### config.mk
export PLATFORM = sky130hd
export DESIGN_NAME = alu_seq_flat
export DESIGN_NICKNAME = d
export VERILOG_FILES = /design/src/rtl/alu_pkg.sv /design/src/rtl/alu_seq_if.sv /design/src/rtl/alu_seq_mul.sv /design/src/rtl/alu_seq.sv /design/src/flat_wrapper.sv
export SDC_FILE = /design/constraint.sdc
export NUM_CORES = 1
export LEC_CHECK = 0
export BUFFER_PORTS_ARGS = -buffer_cell sky130_fd_sc_hd__buf_2
export CAP_MARGIN = 15
export CORE_AREA = 3 3 158 160
export CTS_CLUSTER_SIZE = 28
export DETAILED_ROUTE_END_ITERATION = 8
export DIE_AREA = 0 0 161 163
export PLACE_DENSITY_LB_ADDON = 0.12
export SETUP_SLACK_MARGIN = 0.4
export SKIP_LAST_GASP = 1
export SLEW_MARGIN = 20
export SYNTH_ARGS = -nofsm -noshare
export SYNTH_HDL_FRONTEND = slang
export SYNTH_SLANG_ARGS = --single-unit
### constraint.sdc
create_clock -name clk -period 6.4 [get_ports clk]
set_clock_uncertainty 0.15 [all_clocks]
set_input_delay 0.64 -clock clk [delete_from_list [all_inputs] [get_ports clk]]
set_output_delay 0.64 -clock clk [all_outputs]
set_load 0.1 [all_outputs]
### src/rtl/alu_pkg.sv
// Shared command encodings, status-register bit positions and FSM states
// for the handshaked EXE-stage ALU.
package alu_pkg;

  localparam logic [3:0] CMD_MOV = 4'b0001;
  localparam logic [3:0] CMD_MVN = 4'b1001;
  localparam logic [3:0] CMD_ADD = 4'b0010;
  localparam logic [3:0] CMD_ADC = 4'b0011;
  localparam logic [3:0] CMD_SUB = 4'b0100;
  localparam logic [3:0] CMD_SBC = 4'b0101;
  localparam logic [3:0] CMD_AND = 4'b0110;
  localparam logic [3:0] CMD_ORR = 4'b0111;
  localparam logic [3:0] CMD_EOR = 4'b1000;
  localparam logic [3:0] CMD_MUL = 4'b1010;

  localparam int SR_Z = 3;
  localparam int SR_C = 2;
  localparam int SR_N = 1;
  localparam int SR_V = 0;

  typedef enum logic [1:0] {
    IDLE     = 2'd0,
    MUL_BUSY = 2'd1,
    DONE     = 2'd2
  } state_t;

endpackage

### src/rtl/alu_seq_if.sv
// Command/result handshake bundle between the ID/EXE register and the ALU.
interface alu_seq_if #(
  parameter int WIDTH = 32
);
  logic             in_valid;
  logic             in_ready;
  logic [3:0]       alu_cmd;
  logic [WIDTH-1:0] val1;
  logic [WIDTH-1:0] val2;
  logic             c_in;
  logic             v_in;
  logic             out_valid;
  logic             out_ready;
  logic [WIDTH-1:0] alu_out;
  logic [3:0]       sr;

  modport master (
    output in_valid, alu_cmd, val1, val2, c_in, v_in, out_ready,
    input  in_ready, out_valid, alu_out, sr
  );

  modport slave (
    input  in_valid, alu_cmd, val1, val2, c_in, v_in, out_ready,
    output in_ready, out_valid, alu_out, sr
  );
endinterface

### src/rtl/alu_seq_mul.sv
// Iterative shift-add multiplier: one multiplier bit per clock, exactly WIDTH
// iterations. done is raised during the final iteration with product valid.
module alu_seq_mul #(
  parameter int WIDTH = 32
) (
  input  logic             clk,
  input  logic             rst_n,
  input  logic             start,
  input  logic [WIDTH-1:0] a,
  input  logic [WIDTH-1:0] b,
  output logic             done,
  output logic [WIDTH-1:0] product
);
  localparam int CW = $clog2(WIDTH) + 1;
  localparam logic [CW-1:0] CNT_LAST = CW'(WIDTH - 1);
  localparam logic [CW-1:0] CNT_FULL = CW'(WIDTH);

  logic [WIDTH-1:0] mcand_reg, mplier_reg, acc_reg, acc_next;
  logic [CW-1:0]    cnt_reg;
  logic             busy_reg;

  assign acc_next = acc_reg + (mplier_reg[0] ? mcand_reg : '0);
  // Handing out acc_next lets the caller capture the result on the last iteration edge.
  assign done     = busy_reg & (cnt_reg == CNT_LAST);
  assign product  = acc_next;

  always_ff @(posedge clk or negedge rst_n) begin
    if (!rst_n) begin
      mcand_reg  <= '0;
      mplier_reg <= '0;
      acc_reg    <= '0;
      cnt_reg    <= '0;
      busy_reg   <= 1'b0;
    end else if (start) begin
      mcand_reg  <= a;
      mplier_reg <= b;
      acc_reg    <= '0;
      cnt_reg    <= '0;
      busy_reg   <= 1'b1;
    end else if (busy_reg) begin
      acc_reg    <= acc_next;
      mcand_reg  <= mcand_reg << 1;
      mplier_reg <= mplier_reg >> 1;
      if (cnt_reg != CNT_FULL) cnt_reg <= cnt_reg + 1'b1;
      if (done) busy_reg <= 1'b0;
    end
  end
endmodule

### src/rtl/alu_seq.sv
// Handshaked EXE-stage ALU: single-cycle command set plus optional iterative
// MUL, with registered result and {Z,C,N,V} status. One operation in flight.
module alu_seq
  import alu_pkg::*;
#(
  parameter int WIDTH  = 32,
  parameter bit MUL_EN = 1'b1
) (
  input logic       clk,
  input logic       rst_n,
  alu_seq_if.slave  bus
);
  state_t           state_reg, state_next;
  logic [WIDTH-1:0] alu_out_reg, alu_out_next;
  logic [3:0]       sr_reg, sr_next;
  logic             c_hold_reg, v_hold_reg;
  logic             accept, is_mul, mul_start, mul_done;
  logic [WIDTH-1:0] mul_product;
  logic [WIDTH-1:0] b_eff, res;
  logic [WIDTH:0]   sum;
  logic             cin, c_flag, v_flag;

  function automatic logic [3:0] pack_sr(input logic [WIDTH-1:0] r, input logic c, input logic v);
    logic [3:0] s;
    s       = '0;
    s[SR_Z] = (r == '0);
    s[SR_C] = c;
    s[SR_N] = r[WIDTH-1];
    s[SR_V] = v;
    return s;
  endfunction

  assign bus.in_ready  = (state_reg == IDLE) | ((state_reg == DONE) & bus.out_ready);
  assign bus.out_valid = (state_reg == DONE);
  assign bus.alu_out   = alu_out_reg;
  assign bus.sr        = sr_reg;
  assign accept        = bus.in_valid & bus.in_ready;
  assign is_mul        = MUL_EN && (bus.alu_cmd == CMD_MUL);

  // Subtraction shares the adder as val1 + ~val2 + cin, so C is NOT borrow.
  always_comb begin
    b_eff  = bus.val2;
    cin    = 1'b0;
    case (bus.alu_cmd)
      CMD_ADC: cin = bus.c_in;
      CMD_SUB: begin b_eff = ~bus.val2; cin = 1'b1;     end
      CMD_SBC: begin b_eff = ~bus.val2; cin = bus.c_in; end
      default: ;
    endcase
    sum    = {1'b0, bus.val1} + {1'b0, b_eff} + {{WIDTH{1'b0}}, cin};
    res    = '0;
    c_flag = bus.c_in;
    v_flag = bus.v_in;
    case (bus.alu_cmd)
      CMD_MOV: res = bus.val2;
      CMD_MVN: res = ~bus.val2;
      CMD_ADD, CMD_ADC: begin
        res    = sum[WIDTH-1:0];
        c_flag = sum[WIDTH];
        v_flag = ~(bus.val1[WIDTH-1] ^ bus.val2[WIDTH-1]) & (sum[WIDTH-1] ^ bus.val1[WIDTH-1]);
      end
      CMD_SUB, CMD_SBC: begin
        res    = sum[WIDTH-1:0];
        c_flag = sum[WIDTH];
        v_flag = (bus.val1[WIDTH-1] ^ bus.val2[WIDTH-1]) & (sum[WIDTH-1] ^ bus.val1[WIDTH-1]);
      end
      CMD_AND: res = bus.val1 & bus.val2;
      CMD_ORR: res = bus.val1 | bus.val2;
      CMD_EOR: res = bus.val1 ^ bus.val2;
      default: res = '0;
    endcase
  end

  always_comb begin
    state_next   = state_reg;
    alu_out_next = alu_out_reg;
    sr_next      = sr_reg;
    mul_start    = 1'b0;
    case (state_reg)
      IDLE, DONE: begin
        if (accept) begin
          if (is_mul) begin
            state_next = MUL_BUSY;
            mul_start  = 1'b1;
          end else begin
            state_next   = DONE;
            alu_out_next = res;
            sr_next      = pack_sr(res, c_flag, v_flag);
          end
        end else if ((state_reg == DONE) && bus.out_ready) begin
          state_next = IDLE;
        end
      end
      MUL_BUSY: begin
        if (mul_done) begin
          state_next   = DONE;
          alu_out_next = mul_product;
          sr_next      = pack_sr(mul_product, c_hold_reg, v_hold_reg);
        end
      end
      default: state_next = IDLE;
    endcase
  end

  always_ff @(posedge clk or negedge rst_n) begin
    if (!rst_n) begin
      state_reg   <= IDLE;
      alu_out_reg <= '0;
      sr_reg      <= 4'b0000;
      c_hold_reg  <= 1'b0;
      v_hold_reg  <= 1'b0;
    end else begin
      state_reg   <= state_next;
      alu_out_reg <= alu_out_next;
      sr_reg      <= sr_next;
      // MUL preserves the flags seen at acceptance, not those present at completion.
      if (mul_start) begin
        c_hold_reg <= bus.c_in;
        v_hold_reg <= bus.v_in;
      end
    end
  end

  generate
    if (MUL_EN) begin : g_mul
      alu_seq_mul #(.WIDTH(WIDTH)) u_mul (
        .clk     (clk),
        .rst_n   (rst_n),
        .start   (mul_start),
        .a       (bus.val1),
        .b       (bus.val2),
        .done    (mul_done),
        .product (mul_product)
      );
    end else begin : g_no_mul
      assign mul_done    = 1'b0;
      assign mul_product = '0;
    end
  endgenerate
endmodule

### src/flat_wrapper.sv
// flat-port wrapper written by rule: the top's interface ports become plain ports
module alu_seq_flat import alu_pkg::*;
#(
  parameter int WIDTH  = 32,
  parameter bit MUL_EN = 1'b1
)
  (clk, rst_n, bus_in_valid, bus_alu_cmd, bus_val1, bus_val2, bus_c_in, bus_v_in, bus_out_ready, bus_in_ready, bus_out_valid, bus_alu_out, bus_sr);
  alu_seq_if #(.WIDTH(WIDTH)) bus_i ();
  input logic clk;
  input logic rst_n;
  input wire logic [$bits(bus_i.in_valid)-1:0] bus_in_valid;
  input wire logic [$bits(bus_i.alu_cmd)-1:0] bus_alu_cmd;
  input wire logic [$bits(bus_i.val1)-1:0] bus_val1;
  input wire logic [$bits(bus_i.val2)-1:0] bus_val2;
  input wire logic [$bits(bus_i.c_in)-1:0] bus_c_in;
  input wire logic [$bits(bus_i.v_in)-1:0] bus_v_in;
  input wire logic [$bits(bus_i.out_ready)-1:0] bus_out_ready;
  output wire logic [$bits(bus_i.in_ready)-1:0] bus_in_ready;
  output wire logic [$bits(bus_i.out_valid)-1:0] bus_out_valid;
  output wire logic [$bits(bus_i.alu_out)-1:0] bus_alu_out;
  output wire logic [$bits(bus_i.sr)-1:0] bus_sr;
  assign bus_i.in_valid = bus_in_valid;
  assign bus_i.alu_cmd = bus_alu_cmd;
  assign bus_i.val1 = bus_val1;
  assign bus_i.val2 = bus_val2;
  assign bus_i.c_in = bus_c_in;
  assign bus_i.v_in = bus_v_in;
  assign bus_i.out_ready = bus_out_ready;
  assign bus_in_ready = bus_i.in_ready;
  assign bus_out_valid = bus_i.out_valid;
  assign bus_alu_out = bus_i.alu_out;
  assign bus_sr = bus_i.sr;
  alu_seq #(.WIDTH(WIDTH), .MUL_EN(MUL_EN)) u_core (.clk(clk), .rst_n(rst_n), .bus(bus_i));
endmodule
Word level (Yosys, flattened, before mapping)
Cells that the tools add are included.
{"block": "op_classes", "add_sub_neg": 4, "eq_ne": 18, "n_mux": 34, "bitwise": 13, "reduce_logical": 15}
{"cell": "32-bit 2-to-1 mux", "n": 11}
{"cell": "32-bit one-hot mux with 6 select lines", "n": 1}
{"cell": "32-bit zero test", "n": 2}
{"cell": "32-bit one-hot mux with 2 select lines", "n": 1}
{"cell": "32-bit by 32-bit adder with 33-bit output", "n": 1}
{"cell": "33-bit by 1-bit adder with 33-bit output", "n": 1}
{"cell": "32-bit adder", "n": 1}
{"cell": "32-bit bitwise AND", "n": 1}
{"cell": "32-bit inverter", "n": 1}
{"cell": "32-bit bitwise OR", "n": 1}
{"cell": "32-bit XOR", "n": 1}
{"cell": "6-bit 2-to-1 mux", "n": 3}
{"cell": "4-bit by 3-bit equality test with 1-bit output (second input constant)", "n": 4}
{"cell": "4-bit equality test (second input constant)", "n": 3}
{"cell": "4-bit 2-to-1 mux", "n": 3}
{"cell": "4-bit by 2-bit equality test with 1-bit output (second input constant)", "n": 2}
{"cell": "2-bit 2-to-1 mux", "n": 4}
{"cell": "4-bit one-hot mux with 2 select lines", "n": 1}
{"cell": "2-bit OR reduction", "n": 4}
{"cell": "1-bit 2-to-1 mux", "n": 7}
{"cell": "6-bit by 1-bit adder with 6-bit output (second input constant)", "n": 1}
{"cell": "6-bit by 5-bit equality test with 1-bit output (second input constant)", "n": 1}
{"cell": "6-bit != test (second input constant)", "n": 1}
{"cell": "2-bit nonzero test", "n": 3}
{"cell": "other kinds (17)", "n": 25}
{"block": "totals", "ff_bits": 143, "output_inout_bits": 38}

Logic depth before layout (Yosys ltp)
Gate-level depths: netlist of run 1.
{"block": "logic_depth", "depth_word": 11, "mapped_depth": 20, "depth_no_buf": 17}

Cells and area by module
From an unflattened synthesis of run 1, not the netlist that was laid out.
{"block": "unflattened", "hier_cells": 1575, "area_unflattened_um2": 13265.2}
{"mod": "alu_seq", "n_inst": 1, "cells_per_inst": 856, "area_each_um2": 6667.6}
{"mod": "alu_seq_mul", "n_inst": 1, "cells_per_inst": 719, "area_each_um2": 6597.6}

Worst setup path before layout of run 1
OpenSTA, ideal clock, no wires.
{"block": "synth_timing", "path_type": "input to register", "start": "in bus_alu_cmd[2]", "end": "reg u_core.sr_reg[3], in the netlist u_core.bus.sr[3]", "arrival_time_ps": 4576, "setup_slack_ps": 1604, "path_stages": 19, "path_cell_list": "clkbuf_1 nor2b_1 nor2b_1 clkbuf_1 buf_1 xnor2_1 ha_1 buf_4 nand3_1 nor2_1 a2111oi_4 a21oi_2 a221oi_2 nor4_1 or3_1 or4_1 nor4_1 nand2_1 nand3_1"}
{"block": "synth_via", "elab_chain_cells": 10, "elab_cells_between_ends": 24, "classes_between": "add/sub (2); eq/ne (11); mux (6); reduce/logical (5)"}
{"item": "from (decl)", "line": "flat_wrapper.sv:12", "source": "input wire logic [$bits(bus_i.alu_cmd)-1:0] bus_alu_cmd;"}
{"item": "4-bit by 3-bit equality test with 1-bit output", "line": "alu_seq.sv:44, alu_seq.sv:54"}
{"item": "2-bit OR reduction (no line)"}
{"item": "32-bit 2-to-1 mux"}
{"item": "32-bit by 32-bit adder with 33-bit output", "line": "alu_seq.sv:50", "source": "sum = {1'b0, bus.val1} + {1'b0, b_eff} + {{WIDTH{1'b0}}, cin};"}
{"item": "33-bit by 1-bit adder with 33-bit output", "line": "alu_seq.sv:50"}
{"item": "32-bit one-hot mux with 6 select lines", "line": "alu_seq.sv:54", "source": "case (bus.alu_cmd)"}
{"item": "32-bit zero test", "line": "alu_seq.sv:26", "source": "s[SR_Z] = (r == '0);"}
{"item": "4-bit 2-to-1 mux", "line": "alu_seq.sv:82", "source": "if (is_mul) begin"}
{"item": "4-bit 2-to-1 mux", "line": "alu_seq.sv:81", "source": "if (accept) begin"}
{"item": "4-bit one-hot mux with 2 select lines", "line": "alu_seq.sv:79", "source": "case (state_reg)"}
{"item": "to (signal assigned)", "line": "alu_seq.sv:115", "source": "sr_reg <= sr_next;"}
{"item": "to (decl)", "line": "alu_seq.sv:15", "source": "logic [3:0] sr_reg, sr_next;"}
Parallel ways exist; a longest one is shown, timed or not. The select of a mux whose other input is x is not followed.
A chain may end at the register's enable or synchronous reset.

Worst setup path in the final report of run 1
Ends and elaborated chain as after synthesis.

==> summary.md, run 1 <==
| Metric | Value |
|---|---|
| Maxcap violations | 0 |
| CP Capture Type | register |
| Hold-fix buffers, CTS | 0 |
| Synth top area cells | dfrtp_1 (28%), ha_1 (12%), mux2i_1 (8.6%), o21ai_0 (5.4%), nor2_1 (4.7%) |
| Clock root cell | clkbuf_16 |
| Max frequency | 0.2007 GHz |
| FF+latch count, synth | around 140 |
| Multi-input gate area | just under 9000 µm² |
| Pwr Total | approximately 5000 µW |
| Final HPWL DP | 28.63 mm |
| Fin crit period | 4.983 ns |
| CTS H-tree depth | 4 |
| Register area share after synthesis | 0.2757 |
| Met2 usage | 0.4455 |
| Total CTS buffers | 17 |
| Setup slack at placement | ~1.0 ns |
| Placed Area | 13,630 µm² |
| Post-synth top area cell | dfrtp_1 |
| Top-area cell type share of the netlist area | 0.2757 |
| Die H | 163 µm |
| Status | completed |
| Ports | roughly 110 |
| Layout area overhead | 10.53% |
| PwrDens | 359.7 nW/µm² |
| Reg area | 3557 µm² |
| Total grt overflow | 0 |
| Number of global-route vias before repair | 11,250 |
| Util after Layout | 0.6052 |
| Die Footprint | 26,240 µm² |
| First-pass GRT wire length | 60.84 mm |
| Final worst-path cycle share | 0.7786 |
| Initial DRC Count | 1,069 |
| Asr flop ratio synth | 1.000 |
| Synth Warn # | 0 |
| Cells after Synth | 1,582 |
| Post-synth net total | around 1,800 |
| Setup crit start kind | input port |
| Met1 usage | 0.4278 |
| Setup repair bufs after CTS | 0 |
| Top cells by instance count after synthesis | nor2_1 (162), nand2_1 (160), dfrtp_1 (142) |
| Final setup vio count | 0 |
| Cts repair resizes | 0 |
| Clk slew on worst S/H paths | 0.07 ns |
| Most used routing layer | met2 |
| Final wirelength | between 30 and 40 mm |
| Vias per cell | 5.990 |
| Pre-Repair DR Iteration Count | 5 |
| RSZ-0062 raised after global routing | false |
| Final WS setup | 1.417 ns |
| Setup tns final | 0 ns |
| Slew headroom | 0.2615 |
| Layout cells sized above 1 | 0.1152 |
| Final routed DRC violation total | 0 |
| Port bufs | 111 |
| Yosys cell types | 81 |
| Largest net degree at the start of global routing | between 90 and 100 |
| Clock Latency Late Sink | 0.44 ns |
| VDD IR-drop max | 0.1840 mV |
| Crit-path max FO | 13 |
| Hold Fails Final Rpt | 0 |
| Hold Path Class | input port to asynchronous set/reset pin |
| Starting Density | 0.5475 |
| Met3 Usage GRT | 0.04654 |
| R2R setup slack | 1.91 ns |
| Final ANT Viol Nets | 0 |
| Initial antenna violation count | 1 |
| Row cnt | 56 |
| Nets | 1,842 |
| Leakage Power | 0.006957 µW |
| Most common cell in the netlist | nor2_1 |
| Tightest Pin Transition | 1.080 ns |
| Final instance area | around 14,000 µm² |
| Post-synth EDFFs | 0 |
| Fin. max-slew vios | 0 |
| Placeable Area | 23,540 µm² |
| GRT Total Usage | 0.2928 |
| Syn_area_per_cell | 8.148 µm² |
| Critical Path RT | 6.62 ns |
| Placer's final routability congestion estimate | 0.9424 |
| Mapped cell area | 12,890 µm² |
| Filler Cell Count | 2,180 |
| Primary FF master, synth | dfrtp_1 |
| CTS tree | built |
| WS Path Type | input port to register |
| Routed via count | 11,800 |
| CTS Buffer Depth | 2 |
| Sink Count | 142 |
| Die width | between 150 and 200 µm |
| Avg WL per Cell | 19.41 µm |
| Worst Path Arrival | 5.21 ns |
## logic make-up (layout without fill, tap and decap cells)
kind of cell / Yosys count / in the layout / share of synthesized area
and+or+nand+nor: 514 / 514 / 0.1881
AOI/OAI and AO/OA: 422 / 422 / 0.2091
buffers and inverters: 174 / 242 / 0.05183
DFF: 142 / 142 / 0.2757
adders and majority gates: 131 / 131 / 0.1289
muxes: 113 / 113 / 0.08794
xor gates and xnor gates: 86 / 86 / 0.05844
other: 0 / 1 / 0
## final timing paths
check / start / to / cells past startpoint
max: bus_alu_cmd[2] / u_core.bus.sr[3]$_DFFE_PN0P_ / 18
min: rst_n / u_core.bus.alu_out[0]$_DFFE_PN0P_ / 1
max reg2reg: u_core.g_mul.u_mul.mplier_reg[0]$_DFFE_PN0P_ / u_core.bus.sr[3]$_DFFE_PN0P_ / 14
min reg2reg: u_core.c_hold_reg$_DFFE_PN0P_ / u_core.c_hold_reg$_DFFE_PN0P_ / 2
max in group asynchronous: rst_n / u_core.c_hold_reg$_DFFE_PN0P_ / 2
min in group clk: bus_val2[18] / u_core.g_mul.u_mul.mplier_reg[18]$_DFFE_PN0P_ / 3
## routing by layer
layer	vias to the layer above	wire, µm
li1	5757	-
met3	60	2570
met5	-	0
met2	407	16850
met4	0	920
met1	5577	17890
## per-stage QoR
stage,hold slack (ns),instances
final,0.02366,1970
after global routing,0.06087,1970
after CTS,0.04599,1969
after detailed placement,0.3072,1937
after global placement,0.2998,1937
after floorplan,0.1944,1582
## critical path, stage by stage
cell,delay (ns)
buf_2,0.18
nor2b_1,0.28
nor2b_4,0.51
xnor2_1,0.17
fa_1,0.44
inv_1,0.09
fa_1,0.20
nor2b_1,0.07
o221a_2,0.29
o21ai_0,0.52
o21ai_1,0.20
xnor2_1,0.15
o21ai_0,0.24
nor4_1,0.52
nand4_1,0.14
nor4_1,0.36
nand2_1,0.10
nand3_1,0.09
## power breakdown
group | internal [µW] | leakage, µW | switching [µW]
Clock | 599 | 0.000290 | 456
Combinational | 914 | 0.00488 | 1640
Sequential | 1220 | 0.00178 | 299
Total | 2730 | 0.00696 | 2390
## layout make-up
cell class / instances / share of cell area
timing repair buffer: 125 / 0.04707
clock inverter: 14 / 0.01186
clock buffer: 18 / 0.03082
multi-input combinational: 1266 / 0.6100
sequential: 142 / 0.2497
tap: 319 / 0.02801
inverter: 85 / 0.02239
antenna: 1 / 0.0001756
## layout by cell type (no fill, tap or decap), drive strengths merged, types with 10 or more instances in the layout
| cell | Yosys | routed |
|---|---|---|
| and2 | 38 | 38 |
| nand4 | 11 | 11 |
| a21oi | 105 | 105 |
| nor2 | 162 | 162 |
| dfrtp | 142 | 142 |
| o21bai | 11 | 11 |
| inv | 85 | 93 |
| a211oi | 21 | 21 |
| xnor2 | 68 | 68 |
| nor4 | 10 | 10 |
| o211ai | 15 | 15 |
| nand2b | 11 | 11 |
| clkbuf | 71 | 18 |
| ha | 128 | 128 |
| nand3 | 19 | 19 |
| xor2 | 18 | 18 |
| a221oi | 23 | 23 |
| o21ai | 141 | 141 |
| nand2 | 160 | 160 |
| nor3 | 35 | 35 |
| a31oi | 10 | 10 |
| buf | 18 | 125 |
| a22oi | 10 | 10 |
| mux2i | 111 | 111 |
| a21o | 17 | 17 |
| and3 | 11 | 11 |
| o22ai | 11 | 11 |
(Power assumes the default switching activity.)
==> run 2: changes to the inputs <==
Clock period 6.4 ns to 4.9 ns, I/O delays scaled along.
==> run 2 against run 1 <==
Effect of this change:
- the run now ends with negative hold slack left
- sequential share of layout area fell by 0.44 points
- worst hold slack got worse by 0.039 ns
- critical endpoint unchanged
- total power up 34%
==> summary.md, run 2 (synthesized netlist as in run 1, its figures left out) <==
| Metric | Value |
|---|---|
| Maxcap violations | 0 (unchanged) |
| Ports | 112 (unchanged) |
| Setup repair bufs after CTS | 0 (unchanged) |
| Final setup vio count | 0 (unchanged) |
| Hold Fails Final Rpt | 8 (was 0) |
| Setup crit start kind | input port (unchanged) |
| Layout cells sized above 1 | 0.1296 (was 0.1152) |
| Crit-path max FO | 25 (was 13) |
| Final routed DRC violation total | 0 (unchanged) |
| Number of global-route vias before repair | 11,430 (was 11,250) |
| GRT Total Usage | 0.2989 (was 0.2928) |
| WS Path Type | input port to register (unchanged) |
| Finished Layout Cells | 1,994 (was 1,970) |
| First-pass GRT wire length | 62.45 mm (was 60.84 mm) |
| Die H | 163 µm (unchanged) |
| Status | complete, but fails checks (was completed) |
| RSZ-0062 raised after global routing | false (unchanged) |
| Routed via count | 12,050 (was 11,800) |
| Fin. max-slew vios | 0 (unchanged) |
| Ant. Diodes | 0 (was 1) |
| Final HPWL DP | 29.26 mm (was 28.63 mm) |
| Util after Layout | 0.6160 (was 0.6052) |
| Tightest Pin Transition | 1.104 ns (was 1.080 ns) |
| Largest net degree at the start of global routing | 119 (was 99) |
| Critical Path RT | 5.12 ns (was 6.62 ns) |
| Starting Density | 0.5475 (unchanged) |
| CTS tree | built (unchanged) |
| VDD IR-drop max | 0.2673 mV (was 0.1840 mV) |
| Hold Path Class | input port to asynchronous set/reset pin (unchanged) |
| Reg area | 3557 µm² (unchanged) |
| Placer's final routability congestion estimate | 1.008 (was 0.9424) |
| Final worst-path cycle share | 0.8723 |
| Layout area overhead | 12.50% (was 10.53%) |
| CTS Buffer Depth | 2 (unchanged) |
| Commonest non-fill, non-tap cell in the layout | nor2_1 (unchanged) |
| Slew headroom | 0.2639 (was 0.2615) |
| Setup tns final | 0 ns (unchanged) |
| Commonest non-fill, non-tap cells in the layout | nor2_1 (162), nand2_1 (159), dfrtp_1 (141) (unchanged) |
| Initial antenna violation count | 0 (was 1) |
| Die Footprint | 26,240 µm² (unchanged) |
| Total CTS buffers | 17 (unchanged) |
| Max frequency | 0.2340 GHz |
| Fin crit period | 4.274 ns |
| Pre-Repair DR Iteration Count | 5 (unchanged) |
| Avg WL per Cell | 19.54 µm (was 19.41 µm) |
| Nets | 1,867 (was 1,842) |
| Port bufs | 111 (unchanged) |
| Pwr Total | 6855 µW (was 5124 µW) |
| CTS H-tree depth | 4 (unchanged) |
| Vias per cell | 6.042 (was 5.990) |
| Min Hold Slack | -0.01542 ns (was 0.02366 ns) |
| Violated checks | negative hold slack |
| Final wirelength | 38.97 mm (was 38.24 mm) |
| Initial DRC Count | 1,141 (was 1,069) |
| Clock Latency Late Sink | 0.44 ns (about the same) |
| Leakage Power | 0.007108 µW (was 0.006957 µW) |
| Total grt overflow | 0 (unchanged) |
| Placed insts | 1,962 (was 1,937) |
| Placeable Area | 23,540 µm² (unchanged) |
| Clock root cell | clkbuf_16 (unchanged) |
| Final ANT Viol Nets | 0 (unchanged) |
| Row cnt | 56 (unchanged) |
| CP Capture Type | register (unchanged) |
| PwrDens | 472.7 nW/µm² (was 359.7 nW/µm²) |
| Sink Count | 142 (unchanged) |
| Worst Path Arrival | 4.50 ns (was 5.21 ns) |
| Die width | 161 µm (unchanged) |
| Clk slew on worst S/H paths | 0.07 ns (about the same) |
| Filler Cell Count | 2,115 (was 2,180) |
| Multi-input gate area | 8700 µm² (was 8691 µm²) |
==> run 2: changes by cell type in the layout (fill, tap and decap cells not counted), sizes merged <==
cell / change
diode: -1
clkinvlp: -2
clkinv: +2
bufinv: +1
buf: +25
clkbuf: -1
==> run 2: final cells by class <==
| type | instances | share of cell area |
|---|---|---|
| clock buffers | 17 | 0.02934 |
| multi-input cells | 1266 | 0.5999 |
| inverters | 85 | 0.02200 |
| flip-flops and latches | 142 | 0.2453 |
| repair buffers | 150 | 0.06066 |
| clock inverters | 15 | 0.01527 |
| well taps | 319 | 0.02752 |
==> run 2: layer usage <==
layer / vias up / track usage / share of wire
li1: 5805 / - / -
met1: 5759 / 0.4317 / 0.47
met2: 434 / 0.4776 / 0.45
met3: 50 / 0.04171 / 0.063
met4: 0 / 0.06883 / 0.017
met5: - / 0 / 0
==> run 2: power by group <==
group,leakage (µW),switching (µW),internal (µW)
clock network,0.000314,624,833
logic,0.00501,2290,1240
registers,0.00178,273,1600
==> run 2: final timing paths <==
path | end | cells past startpoint | from | slack, ns
hold reg to reg | u_core.bus.alu_out[25]$_DFFE_PN0P_ | 2 | u_core.bus.alu_out[25]$_DFFE_PN0P_ | 0.33
hold / removal | u_core.g_mul.u_mul.cnt_reg[0]$_DFFE_PN0P_ | 1 | rst_n | -0.02
min in group clk | u_core.g_mul.u_mul.mplier_reg[17]$_DFFE_PN0P_ | 3 | bus_val2[17] | 0.14
max in group asynchronous | u_core.g_mul.u_mul.mplier_reg[29]$_DFFE_PN0P_ | 2 | rst_n | 3.51
setup reg to reg | u_core.bus.sr[3]$_DFFE_PN0P_ | 14 | u_core.g_mul.u_mul.mplier_reg[0]$_DFFE_PN0P_ | 0.73
setup / recovery | u_core.bus.sr[3]$_DFFE_PN0P_ | 18 | bus_alu_cmd[2] | 0.63
==> run 2: critical path, cell delays in order <==
cell and delay, ns:
buf_2 0.19, nor2b_2 0.21, nor2b_4 0.20, buf_12 0.22
xnor2_1 0.17, inv_1 0.09, fa_1 0.44, nor2b_1 0.20
o221a_2 0.28, o2111ai_1 0.22, a31oi_2 0.27, nor3_1 0.08
or4b_1 0.58, mux2i_1 0.18, o21bai_1 0.12, a2111oi_2 0.37
nand2_1 0.09, nand3_1 0.09
==> run 2: metrics by stage <==
step | worst slack [ns] | cell area (µm²)
after floorplan | 0.4297 | 12900
after global placement | 0.2828 | 13850
after detailed placement | 0.1753 | 13850
after CTS | 0.6065 | 14490
after global routing | 0.4090 | 14500
final | 0.6257 | 14500
==> run 2: timing repair <==
action,4_1_cts,5_1_grt
resized for setup,0,2
setup endpoints to repair,0,2
hold buffers,0,0
==> run 3: changes to the inputs <==
Settings changed: MAX_ROUTING_LAYER set to met4, SETUP_SLACK_MARGIN 0.4 to 0.02.
==> run 3 against run 2 <==
Effect of this change:
- the run now ends clean
- total power fell by 2.5%
- clock power down 10%
- via count is 1.1% lower
- wire length barely moved
- maximum frequency shrank 1.5%
- final area decreased by 0.80%
==> summary.md, run 3 (synthesized netlist as in run 1, its figures left out) <==
| Metric | Value |
|---|---|
| Status | completed (was complete, but fails checks) |
| Maxcap violations | 0 (unchanged) |
| Worst R2R End | u_core.bus.sr[3]$_DFFE_PN0P_ (unchanged) |
| CTS Buffer Depth | 2 (unchanged) |
| Final worst-path cycle share | 0.8857 (was 0.8723) |
| Worst r2r src | u_core.g_mul.u_mul.mplier_reg[0]$_DFFE_PN0P_ (unchanged) |
| Worst Hold End | u_core.g_mul.u_mul.mplier_reg[13]$_DFFE_PN0P_ |
| Cts repair resizes | 0 (unchanged) |
| Commonest non-fill, non-tap cells in the layout | nor2_1 (162), nand2_1 (159), dfrtp_1 (141) (unchanged) |
| Final WS setup | 0.5600 ns (was 0.6257 ns) |
| RSZ-0062 raised after global routing | false (unchanged) |
| Finished Layout Cells | 1,988 (was 1,994) |
| Fin crit period | 4.340 ns (was 4.274 ns) |
| Sink Count | 142 (unchanged) |
| Initial DRC Count | 1,099 (was 1,141) |
| Routed via count | 11,920 (was 12,050) |
| Avg WL per Cell | 19.59 µm (was 19.54 µm) |
| WS Path Type | input port to register (unchanged) |
| Die width | 161 µm (unchanged) |
| Vias per cell | 5.995 (was 6.042) |
| Min Hold Slack | 0.1440 ns (was -0.01542 ns) |
| Most used cell, CP | nor2b_1 |
| Final HPWL DP | 29.41 mm (was 29.26 mm) |
| Die Footprint | 26,240 µm² (unchanged) |
| Starting Density | 0.5475 (unchanged) |
| Number of global-route vias before repair | 11,430 (about the same) |
| Pre-Repair DR Iteration Count | 5 (unchanged) |
| Die H | 163 µm (unchanged) |
| Hold Fails Final Rpt | 0 (was 8) |
| Worst Path Arrival | 4.56 ns (was 4.50 ns) |
| Commonest non-fill, non-tap cell in the layout | nor2_1 (unchanged) |
| CTS H-tree depth | 4 (unchanged) |
| WP depth | 18 (unchanged) |
| Hold Path Class | input port to register (was input port to asynchronous set/reset pin) |
| Crit-path max FO | 26 (was 25) |
| Critical Path Max Stage Delay | 0.60 ns (was 0.58 ns) |
| Total CTS buffers | 17 (unchanged) |
| Max frequency | 0.2304 GHz (was 0.2340 GHz) |
| Setup slack at placement | 0.1935 ns (was 0.1753 ns) |
| Final setup vio count | 0 (unchanged) |
| Layout cells sized above 1 | 0.1252 (was 0.1296) |
| WP buf/inv | 3 (unchanged) |
| Placed insts | 1,955 (was 1,962) |
| Setup repair bufs after CTS | 0 (unchanged) |
| CP Capture Type | register (unchanged) |
| Hold-fix buffers, CTS | 1 (was 0) |
| GRT Total Usage | 0.3088 (was 0.2989) |
| Placer's final routability congestion estimate | 0.9494 (was 1.008) |
| Setup crit start kind | input port (unchanged) |
| PwrDens | 464.6 nW/µm² (was 472.7 nW/µm²) |
| R2R setup slack | 0.80 ns (was 0.73 ns) |
| Nets | 1,861 (was 1,867) |
| Path depth of the worst reg2reg path | 13 (was 14) |
| Clock root cell | clkbuf_16 (unchanged) |
| First-pass GRT wire length | 62.71 mm (was 62.45 mm) |
| Util after Layout | 0.6110 (was 0.6160) |
| Setup tns final | 0 ns (unchanged) |
| CP Cell Sequence | buf_2 > nor2b_1 > nor2b_4 > buf_12 > xnor2_1 > inv_1 > fa_1 > nor2b_1 > o221a_2 > o2111ai_1 > a31oi_1 > nor3_1 > or4b_1 > mux2i_1 > o21bai_1 > a2111oi_2 > nand2_1 > nand3_1 (was buf_2 > nor2b_2 > nor2b_4 > buf_12 > xnor2_1 > inv_1 > fa_1 > nor2b_1 > o221a_2 > o2111ai_1 > a31oi_2 > nor3_1 > or4b_1 > mux2i_1 > o21bai_1 > a2111oi_2 > nand2_1 > nand3_1) |
| CTS tree | built (unchanged) |
| Port bufs | 111 (unchanged) |
| Hold Crit Start | bus_val2[13] |
| Initial antenna violation count | 1 (was 0) |
| Tightest Pin Transition | 1.094 ns (was 1.104 ns) |
| Ports | 112 (unchanged) |
| Clk slew on worst S/H paths | 0.06 ns (was 0.07 ns) |
| Slew headroom | 0.2517 (was 0.2639) |
| Row cnt | 56 (unchanged) |
| Worst path top cell family by delay | simple AND/OR/NAND/NOR gates (unchanged) |
| Fin. max-slew vios | 0 (unchanged) |
| Final wirelength | 38.94 mm (was 38.97 mm) |
| Placeable Area | 23,540 µm² (unchanged) |
| Final routed DRC violation total | 0 (unchanged) |
| Leakage Power | 0.007047 µW (was 0.007108 µW) |
| Ant. Diodes | 0 (unchanged) |
| Largest net degree at the start of global routing | 102 (was 119) |
| Min-Delay Path Depth | 3 |
| Critical Path RT | 5.12 ns (about the same) |
| Slowest library cell on the worst path | or4b_1 (unchanged) |
| Layout area overhead | 11.60% (was 12.50%) |
| Clock Latency Late Sink | 0.44 ns (about the same) |
| VDD IR-drop max | 0.4842 mV (was 0.2673 mV) |
| Total grt overflow | 0 (unchanged) |
| Final ANT Viol Nets | 0 (unchanged) |
==> run 3: cell count changes in the layout (fill, tap and decap cells not counted), sizes merged <==
cell,delta
buf,-7
clkbuf,+1
bufinv,-3
dlygate4sd3,+1
clkinv,+1
inv,+1
==> run 3: cell type report <==
type / count / area [µm²]
fillers: 2229 / 9158
multi-input cells: 1266 / 8692
flip-flops and latches: 142 / 3557
repair buffers: 144 / 837.1
clock buffers: 18 / 439.2
well taps: 319 / 399.1
inverters: 85 / 319.1
clock inverters: 14 / 141.4
==> run 3: worst max-delay path by stage <==
stage              startpoint                      endpoint  slack [ns]
2_1_floorplan  bus_alu_cmd[2]  u_core.bus.sr[3]$_DFFE_PN0P_        0.25
3_3_place_gp   bus_alu_cmd[2]  u_core.bus.sr[3]$_DFFE_PN0P_        0.24
3_5_place_dp   bus_alu_cmd[2]  u_core.bus.sr[3]$_DFFE_PN0P_        0.19
4_1_cts        bus_alu_cmd[2]  u_core.bus.sr[3]$_DFFE_PN0P_        0.62
5_1_grt        bus_alu_cmd[2]  u_core.bus.sr[3]$_DFFE_PN0P_        0.32
6_report       bus_alu_cmd[2]  u_core.bus.sr[3]$_DFFE_PN0P_        0.56
==> run 3: layer usage <==
| metal | routed length (µm) | track usage |
|---|---|---|
| met4 | 1260 | 0.1068 |
| met3 | 2365 | 0.04018 |
| met2 | 16800 | 0.4501 |
| met5 | 0 | - |
| met1 | 18520 | 0.4433 |
==> run 3: worst register-to-register path, cell delays in order, from the launching register on <==
cell and delay (ns):
dfrtp_1 0.40, buf_4 0.22, and2_1 0.18, ha_1 0.38, o211ai_1 0.14, o211ai_1 0.36, a31oi_2 0.22, o311ai_1 0.50
nand3_1 0.21, a31oi_1 0.27, mux2i_1 0.11, a211oi_1 0.49, nand3b_1 0.24, nand3_1 0.09
==> run 3: per-stage QoR <==
step	area, µm²	power [µW]
after CTS	14390	6675
final	14390	6683
after detailed placement	13790	5340
after global placement	13790	5276
after floorplan	12890	4527
after global routing	14390	7130
==> run 3: power by group <==
group / switching [µW] / leakage (µW) / internal, µW
combinational: 2290 / 0.00498 / 1220
sequential: 266 / 0.00178 / 1600
clock: 623 / 0.000284 / 692
total: 3170 / 0.00705 / 3510
